$ cat config.mk
export PLATFORM = sky130hd
export DESIGN_NAME = controlador_br
export DESIGN_NICKNAME = d
export VERILOG_FILES = /design/src/rtl/ctrl_br_pkg.sv /design/src/rtl/controlador_br.sv
export SDC_FILE = /design/constraint.sdc
export NUM_CORES = 1
export LEC_CHECK = 0
export CAP_MARGIN = 20
export CORE_ASPECT_RATIO = 1.25
export CORE_MARGIN = 3
export CORE_UTILIZATION = 30
export CTS_BUF_LIST = sky130_fd_sc_hd__clkbuf_8 sky130_fd_sc_hd__clkbuf_16
export CTS_CLUSTER_DIAMETER = 50
export CTS_CLUSTER_SIZE = 24
export DETAILED_ROUTE_END_ITERATION = 7
export GPL_TIMING_DRIVEN = 0
export MAX_ROUTING_LAYER = met4
export PLACE_DENSITY_LB_ADDON = 0.25
export SKIP_CTS_REPAIR_TIMING = 1
export SLEW_MARGIN = 20
export SYNTH_ARGS = -nofsm -noshare
export SYNTH_HDL_FRONTEND = slang
export SYNTH_SLANG_ARGS = --single-unit
$ cat constraint.sdc
create_clock -name clk -period 2.05 [get_ports clk]
set_clock_uncertainty 0.2 [all_clocks]
set_input_delay 0.41 -clock clk [delete_from_list [all_inputs] [get_ports clk]]
set_output_delay 0.41 -clock clk [all_outputs]
set_load 0.01 [all_outputs]
$ cat src/rtl/ctrl_br_pkg.sv
// Shared types for the register-bank controller: FSM states, command opcodes and bus widths.
package ctrl_br_pkg;

  localparam int ANCHO_DATO = 8;
  localparam int ANCHO_DIR  = 2;

  localparam logic [1:0] OP_ESCRIBE    = 2'b00;
  localparam logic [1:0] OP_LEE        = 2'b01;
  localparam logic [1:0] OP_LIMPIA     = 2'b10;
  localparam logic [1:0] OP_INCREMENTA = 2'b11;

  typedef enum logic [2:0] {
    REPOSO,
    ESCRIBE,
    LEE,
    CAPTURA,
    SUMA,
    LIMPIA,
    RESP
  } estado_t;

endpackage

$ cat src/rtl/controlador_br.sv
// Command FSM in front of a 4x8 register bank; write 1 cycle, read response after 2, increment after 3, clear 4.
// One command at a time (cmd_ready only in REPOSO); a response is held until rsp_ready.
module controlador_br
  import ctrl_br_pkg::*;
(
  input  logic                  clk,
  input  logic                  rst,
  input  logic                  cmd_valid,
  output logic                  cmd_ready,
  input  logic [1:0]            cmd_op,
  input  logic [ANCHO_DIR-1:0]  cmd_dir,
  input  logic [ANCHO_DATO-1:0] cmd_dato,
  output logic                  rsp_valid,
  input  logic                  rsp_ready,
  output logic [ANCHO_DATO-1:0] rsp_dato,
  output logic                  ocupado,
  output logic                  En_br,
  output logic                  WE_br,
  output logic [ANCHO_DIR-1:0]  Dir_br,
  output logic [ANCHO_DATO-1:0] Dato_e_br,
  input  logic [ANCHO_DATO-1:0] Dato_s_br
);

  estado_t               estado, estado_n;
  logic [1:0]            op_q, op_n;
  logic [ANCHO_DIR-1:0]  dir_q, dir_n;
  logic [ANCHO_DIR-1:0]  cnt, cnt_n;
  logic                  en_n, we_n, rsp_valid_n;
  logic [ANCHO_DIR-1:0]  dir_br_n;
  logic [ANCHO_DATO-1:0] dato_e_n, rsp_dato_n;

  // Decoded from the state register only, so no input reaches it combinationally.
  assign cmd_ready = (estado == REPOSO);

  always_ff @(posedge clk) begin
    if (rst) begin
      estado    <= REPOSO;
      op_q      <= OP_ESCRIBE;
      dir_q     <= '0;
      cnt       <= '0;
      En_br     <= 1'b0;
      WE_br     <= 1'b0;
      Dir_br    <= '0;
      Dato_e_br <= '0;
      rsp_valid <= 1'b0;
      rsp_dato  <= '0;
      ocupado   <= 1'b0;
    end else begin
      estado    <= estado_n;
      op_q      <= op_n;
      dir_q     <= dir_n;
      cnt       <= cnt_n;
      En_br     <= en_n;
      WE_br     <= we_n;
      Dir_br    <= dir_br_n;
      Dato_e_br <= dato_e_n;
      rsp_valid <= rsp_valid_n;
      rsp_dato  <= rsp_dato_n;
      ocupado   <= (estado_n != REPOSO);
    end
  end

  always_comb begin
    estado_n    = estado;
    op_n        = op_q;
    dir_n       = dir_q;
    cnt_n       = cnt;
    en_n        = 1'b0;
    we_n        = 1'b0;
    dir_br_n    = Dir_br;
    dato_e_n    = Dato_e_br;
    rsp_valid_n = rsp_valid;
    rsp_dato_n  = rsp_dato;

    case (estado)
      REPOSO: begin
        if (cmd_valid) begin
          op_n  = cmd_op;
          dir_n = cmd_dir;
          case (cmd_op)
            OP_ESCRIBE: begin
              estado_n = ESCRIBE;
              en_n     = 1'b1;
              we_n     = 1'b1;
              dir_br_n = cmd_dir;
              dato_e_n = cmd_dato;
            end
            OP_LIMPIA: begin
              estado_n = LIMPIA;
              en_n     = 1'b1;
              we_n     = 1'b1;
              dir_br_n = cnt;
              dato_e_n = '0;
              cnt_n    = cnt + 2'd1;
            end
            default: begin
              // LEE and INCREMENTA share the read phase.
              estado_n = LEE;
              en_n     = 1'b1;
              we_n     = 1'b0;
              dir_br_n = cmd_dir;
            end
          endcase
        end
      end
      ESCRIBE: estado_n = REPOSO;
      LEE:     estado_n = CAPTURA;
      CAPTURA: begin
        if (op_q == OP_INCREMENTA) begin
          estado_n = SUMA;
          en_n     = 1'b1;
          we_n     = 1'b1;
          dir_br_n = dir_q;
          dato_e_n = Dato_s_br + 8'd1;
        end else begin
          estado_n    = RESP;
          rsp_valid_n = 1'b1;
          rsp_dato_n  = Dato_s_br;
        end
      end
      SUMA: begin
        estado_n    = RESP;
        rsp_valid_n = 1'b1;
        rsp_dato_n  = Dato_e_br;
      end
      LIMPIA: begin
        // Dir_br is the register being cleared this cycle; 3 is the last one.
        if (Dir_br == 2'd3) begin
          estado_n = REPOSO;
          cnt_n    = '0;
        end else begin
          en_n     = 1'b1;
          we_n     = 1'b1;
          dir_br_n = cnt;
          dato_e_n = '0;
          cnt_n    = cnt + 2'd1;
        end
      end
      RESP: begin
        if (rsp_ready) begin
          estado_n    = REPOSO;
          rsp_valid_n = 1'b0;
        end
      end
      default: estado_n = REPOSO;
    endcase
  end

endmodule

==> results.toml <==
[clock_tree]
clkTransAtPathRegs_ps = 70
clk_latency_ps = 280
cts_buffers = 5
clock_path_buffers = 2
cts_tree = "built"
htree_levels = 2
cts.sinks = 31
cts_root_buf = "clkbuf_8"

[timing]
fmax_ghz = 0.511
rsz0062_at_grt = "no"
setup_violations = 0
finalHoldViolCount = 0
fin_crit_sh = 0.954
holdWs_ps = 261
worst_pin_slew_ps = 494
slew_headroom = 0.671
drv_slew = 0
min_period_ps = 1960

[place]
hpwlAfterDp_um = 3490
port_buffers = 46
gp_congestion = 0.882

[setup_path]
rrSetupSlack_ps = 90
cpPeakStageDelay_ps = 510
cp.required_ps = 2040
crit_chain = "buf_4, or4b_1, clkbuf_1, o211ai_2, a21oi_1, a311oi_1"
rr_worst_depth = 6
path_delay_family = "simple AND/OR/NAND/NOR gates"
end_kind = "flop"
cpMaxStageDelayCell = "or4b_1"
cp_num_buf_inv = 2
start_kind = "flop"
reg2reg_from = "estado[2]"
crit_fanout = 8
cp.arrival_ps = 1940
rr_endpoint = "Dir_br[1]"
crit_cells = 6
crit_type = "flop to flop"

[final_layout]
nets = 276
diodes = 0
fill_cells = 538
area.growth.synth_to_final_pct = 41.2
final_common_cell = "clkdlybuf4s50_1"
drive_gt1_frac = 0.119
utilization = 0.453
layout_common_cells = "clkdlybuf4s50_1, dfxtp_1, nand2_1"

[die]
die_h_um = 89.6
start_util = 0.321
die_x_um = 72.8
ios = 47
die_area_sq_um = 6520
fp-row-count = 29
coreArea_sq_um = 5230

[logic_synthesis]
syn_area_per_cell_sq_um = 8.46
yosysSeqAreaShare = 0.370
synth.distinct_cells = 44
synth_area_sq_um = 1680
synth_seq_cells = 31
synth_warnings = 0
syn-num-nets = 223
synthCells = 198

[min_path]
hp-start = "dir_q[0]"
min_path_cells = 2
hold_end = "dir_q[0]"
min_path_type = "flop to flop"

[power_and_ir_drop]
p_per_area_nw_per_um2 = 820
vdd_drop_max_mv = 0.494
leakage_nw = 0.885

[drt]
wl_met3_um = 195
drtIter0Drc = 141
wl_per_cell_um = 14.9
top_layer = "met4"
drtAntennaViolNets = 0
viasPerCell = 5.18
drtPass1Iterations = 4
met2_length_um = 2230
vias = 1625
wl_met1_um = 2200
wl_um = 4690
drc_errors = 0

[grt]
track_usage = 0.158
antenna_found_initial = 0
grt_max_degree = 11
gr-total-overflow = 0
grt_first_pass_wirelength_um = 7720
first_global_vias = 1624

[run_status]
status = "finished clean"

[job]
cap_viol_max_count = 0
==> state kept, by name, summed over array words and instances (netlist names) <==
name and flops:
Dato_e_br 8, rsp_dato 8, estado 3, Dir_br 2, cnt 2, dir_q 2
op_q 2, En_br 1, WE_br 1, ocupado 1, rsp_valid 1
==> Yosys cell counts <==
library cell  instances  area share
buf_4                 2      0.0090
a21oi_1              20       0.060
clkinv_1              1      0.0022
o21a_1                5       0.022
o211ai_2              1      0.0075
o31ai_1               5       0.022
nand2_1              20       0.045
buf_2                 4       0.012
a21o_1                1      0.0045
ha_1                  1      0.0075
nor4_1                1      0.0037
a211oi_1             10       0.045
buf_1                 1      0.0022
clkbuf_1              5       0.011
or4b_4                1      0.0082
nor4b_1               1      0.0052
o31a_1                1      0.0052
a21oi_4               1      0.0097
nand3b_1              3       0.013
dfxtp_1              31        0.37
nor2_1               12       0.027
and3_1                4       0.015
nand2b_1              4       0.015
mux2i_1               8       0.048
nor2b_1               2      0.0075
or3_1                 1      0.0037
and3b_1               1      0.0052
a31oi_1               1      0.0037
xnor2_1               2       0.010
nor3_1                7       0.021
nand3_1               3      0.0090
a22oi_1               4       0.018
a311oi_1              5       0.026
or4b_1                1      0.0060
o21ai_0              10       0.030
buf_6                 3       0.020
nor3b_1               2      0.0090
and2_1                3       0.011
nand4_1               1      0.0037
or2_1                 1      0.0037
mux2_2                2       0.013
o21ai_1               1      0.0030
a21boi_0              2      0.0090
xor2_1                3       0.016
==> power breakdown <==
group	internal [W]	leakage (nW)	switching, W
clock network	0.000393	0.0612	0.000240
registers	0.000678	0.254	0.0000553
logic	0.000300	0.569	0.000273
==> layout make-up <==
type                            instances  area, sq um  area share
Multi-Input combinational cell        151          978       0.414
Sequential cell                        31          622       0.263
Timing Repair Buffer                   47          475       0.201
Buffer                                 14         90.1      0.0381
Clock buffer                            6         82.6      0.0349
Tap cell                               62         77.6      0.0328
Clock inverter                          2         35.0      0.0148
Inverter                                1         3.75     0.00159
==> worst max path at each step <==
stage               slack, ps  startpoint           end
detailed placement       -510   cmd_op[0]  Dato_e_br[5]
CTS                      -370   estado[2]     cmd_ready
floorplan                 200   estado[1]  Dato_e_br[6]
global placement         -500   cmd_op[0]  Dato_e_br[6]
global route                5   estado[2]     Dir_br[1]
finish                     90   estado[2]     Dir_br[1]
==> per-layer routing <==
metal,global-route usage,up-vias
met4,0.0587,0
met1,0.190,743
met3,0.0281,6
met5,-,-
li1,-,833
met2,0.262,43
==> through the flow <==
stage	instances	setup slack, ps	instance area [sq um]	TNS (ps)	power (W)
floorplan	198	204	1680	0	0.00106
CTS	314	-370	2330	-2490	0.00195
global route	314	4.83	2360	0	0.00205
global placement	306	-502	2210	-8390	0.00131
detailed placement	306	-510	2210	-7990	0.00131
finish	314	94.5	2360	0	0.00194
==> worst min-delay path: cells and delay by family, from the launching register on <==
kind            cells  cell delay, ps
flops               1             310
simple gates        1              50
compound gates      1              50
==> cells by family after synthesis <==
group | Yosys count | synth area share
and+or+nand+nor | 68 | 0.212
AOI/OAI and AO/OA | 67 | 0.266
DFF | 31 | 0.370
buffers and inverters | 16 | 0.0568
muxes | 10 | 0.0612
xor gates and xnor gates | 5 | 0.0261
adders and majority gates | 1 | 0.00747
Power figures use the tool's default switching activity.
==> RTL change (config.mk and constraints unchanged) <==
Make the reset (`rst`) asynchronous in one clocked block.
--- a/src/rtl/controlador_br.sv
+++ b/src/rtl/controlador_br.sv
@@ -32,7 +32,7 @@
   // Decoded from the state register only, so no input reaches it combinationally.
   assign cmd_ready = (estado == REPOSO);
 
-  always_ff @(posedge clk) begin
+  always_ff @(posedge clk or posedge rst) begin
     if (rst) begin
       estado    <= REPOSO;
       op_q      <= OP_ESCRIBE;
Check against the original RTL: differs if rst is asserted again (counterexample within 4 cycles, from zero or initial values and one cycle with rst high); with rst held inactive, the same outputs for 10 cycles.
==> RTL change against the original RTL <==
Synthesized area is 3.7% higher; sequential cell count unchanged; wire length shrank 0.47%; cell area is 4.0% higher; setup slack worse by 0.055 ns.
Power is not compared: it rests on default switching activity, and its combinational part moved more than twofold at a synthesized area within 25%.
==> RTL change: results (changes against the original RTL) <==
status:
  status: "completed"
placement:
  gp_congestion: 0.848  # -3.9%
  place_inst: 270  # -12%
  pre_cts_slack_ns: -0.305  # +0.205 ns
  hpwl_um: 3240  # -7.2%
min_path:
  hold_start: "rsp_dato[1]"
  whs_endpoint: "rsp_dato[1]"
  holdPathStages: 2  # unchanged
  hp-class: "reg2reg"
sta:
  worstMarginPinSlew_ns: 0.670  # +0.176 ns
  finalSetupViolations: 0  # unchanged
  hold_slack_ns: 0.280  # +0.0192 ns
routing:
  viasPerCell: 5.33  # +3.0%
  ant_nets: 0  # unchanged
  wl_per_cell_um: 16.7  # +12%
  drtIter0Drc: 67  # -52%
final_layout:
  diodes: 0  # unchanged
  nNetsFinal: 240  # -13%
  largestRegisters: "Dato_e_br (8), rsp_dato (8), estado (3)"
  drive_gt1_frac: 0.199  # +0.0800
  stdcell_count: 280  # -11%
worst_setup_path:
  ff2ff_path_depth: 5  # -1
  cp_max_fo: 5  # -3
  critical_path_arrival_ns: 1.98  # +0.04 ns
  crit_path_max_incr_delay_ns: 0.61  # +0.10 ns
  r2r_setup_slack_ns: 0.12  # +0.03 ns
  r2r-end: "Dato_e_br[0]"
  worstReg2RegStart: "estado[0]"
  cp_slowest_cell: "clkdlybuf4s50_1"
  crit_family: "buffers and inverters"
logic_synthesis:
  synthFlopType: "dfrtp_1"
  ys_top_cells_by_count: "dfrtp_1 (31), nand2_1 (15), o21ai_0 (12)"
  syn_avg_cell_area_um2: 10.9  # +28%
  synthArstFlopShare: 1.00  # +1.00
  yosysSeqAreaShare: 0.446  # +0.0759
  netlist_top_cells_area: "dfrtp_1 (45%), mux2_4 (6.9%), mux2i_1 (4.6%)"
  synth_edf_count: 0  # unchanged
  synth.distinct_cells: 42  # -4.5%
  syn_nets: 185  # -17%
  yosys_warnings: 0  # unchanged
clock_network:
  clk_latency_ns: 0.28  # about the same
  cts_buffers: 5  # unchanged
  clockBufferDepth: 2  # unchanged
  clkTransAtPathRegs_ns: 0.07  # about the same
global_route:
  grt_pass1_wl_um: 7120  # -7.8%
  grt_pass1_vias: 1466  # -9.7%
  use_met2: 0.206  # -0.0563
  met3_usage: 0.0321  # +0.00399
  grt_util_all_layers: 0.141  # -0.0171
  grt_max_degree: 32  # +21
  gr-usage-met1: 0.186  # -0.00483
power_and_ir_drop:
  peakVddDrop_mv: 0.637
-- RTL change: how the worst max path moves through the flow --
| stage | cells past startpoint | endpoint | from | slack [ns] |
|---|---|---|---|---|
| 2_1_floorplan | 5 | Dato_e_br[0] | estado[1] | 0.24 |
| 3_3_place_gp | 5 | Dato_e_br[5] | Dato_s_br[2] | -0.31 |
| 3_5_place_dp | 5 | Dato_e_br[7] | cmd_op[0] | -0.31 |
| 4_1_cts | 4 | cmd_ready | estado[0] | -0.34 |
| 5_1_grt | 5 | Dato_e_br[7] | cmd_op[0] | 0.0008 |
| 6_report | 5 | Dato_e_br[5] | Dato_s_br[2] | 0.04 |
-- RTL change: logic make-up after synthesis --
| group | share of synthesized area |
|---|---|
| AOI/OAI and AO/OA | 0.194 |
| and+or+nand+nor | 0.151 |
| DFF | 0.446 |
| muxes | 0.141 |
| buffers and inverters | 0.0403 |
| xor gates and xnor gates | 0.0202 |
| adders and majority gates | 0.00720 |
-- RTL change: through the flow --
step | instance area [um2] | power (uW) | TNS, ns
after floorplan | 1740 | 2220 | 0
after global placement | 2280 | 2950 | -5.30
after detailed placement | 2280 | 2980 | -2.72
after CTS | 2400 | 3620 | -0.347
after global routing | 2460 | 3860 | 0
final | 2460 | 3630 | 0
-- RTL change: report_power, final --
part           internal (uW)  switching, uW  leakage, uW
clock network            393            234    0.0000612
registers                908            216     0.000377
logic                    988            891     0.000689
total                   2290           1340      0.00113
-- RTL change: per-layer routing --
metal,wire (um),part of all wire
met5,0,0
met4,107,0.023
met1,2180,0.47
met2,2100,0.45
met3,272,0.058
-- RTL change: cell type report --
cell class	instances	area [um2]
fillers	502	3060
multi-input cells	118	932
flip-flops and latches	31	776
repair buffers	47	478
clock buffers	6	82.6
well taps	64	80.1
plain buffers	8	60.1
clock inverters	2	35.0
inverters	4	15.0
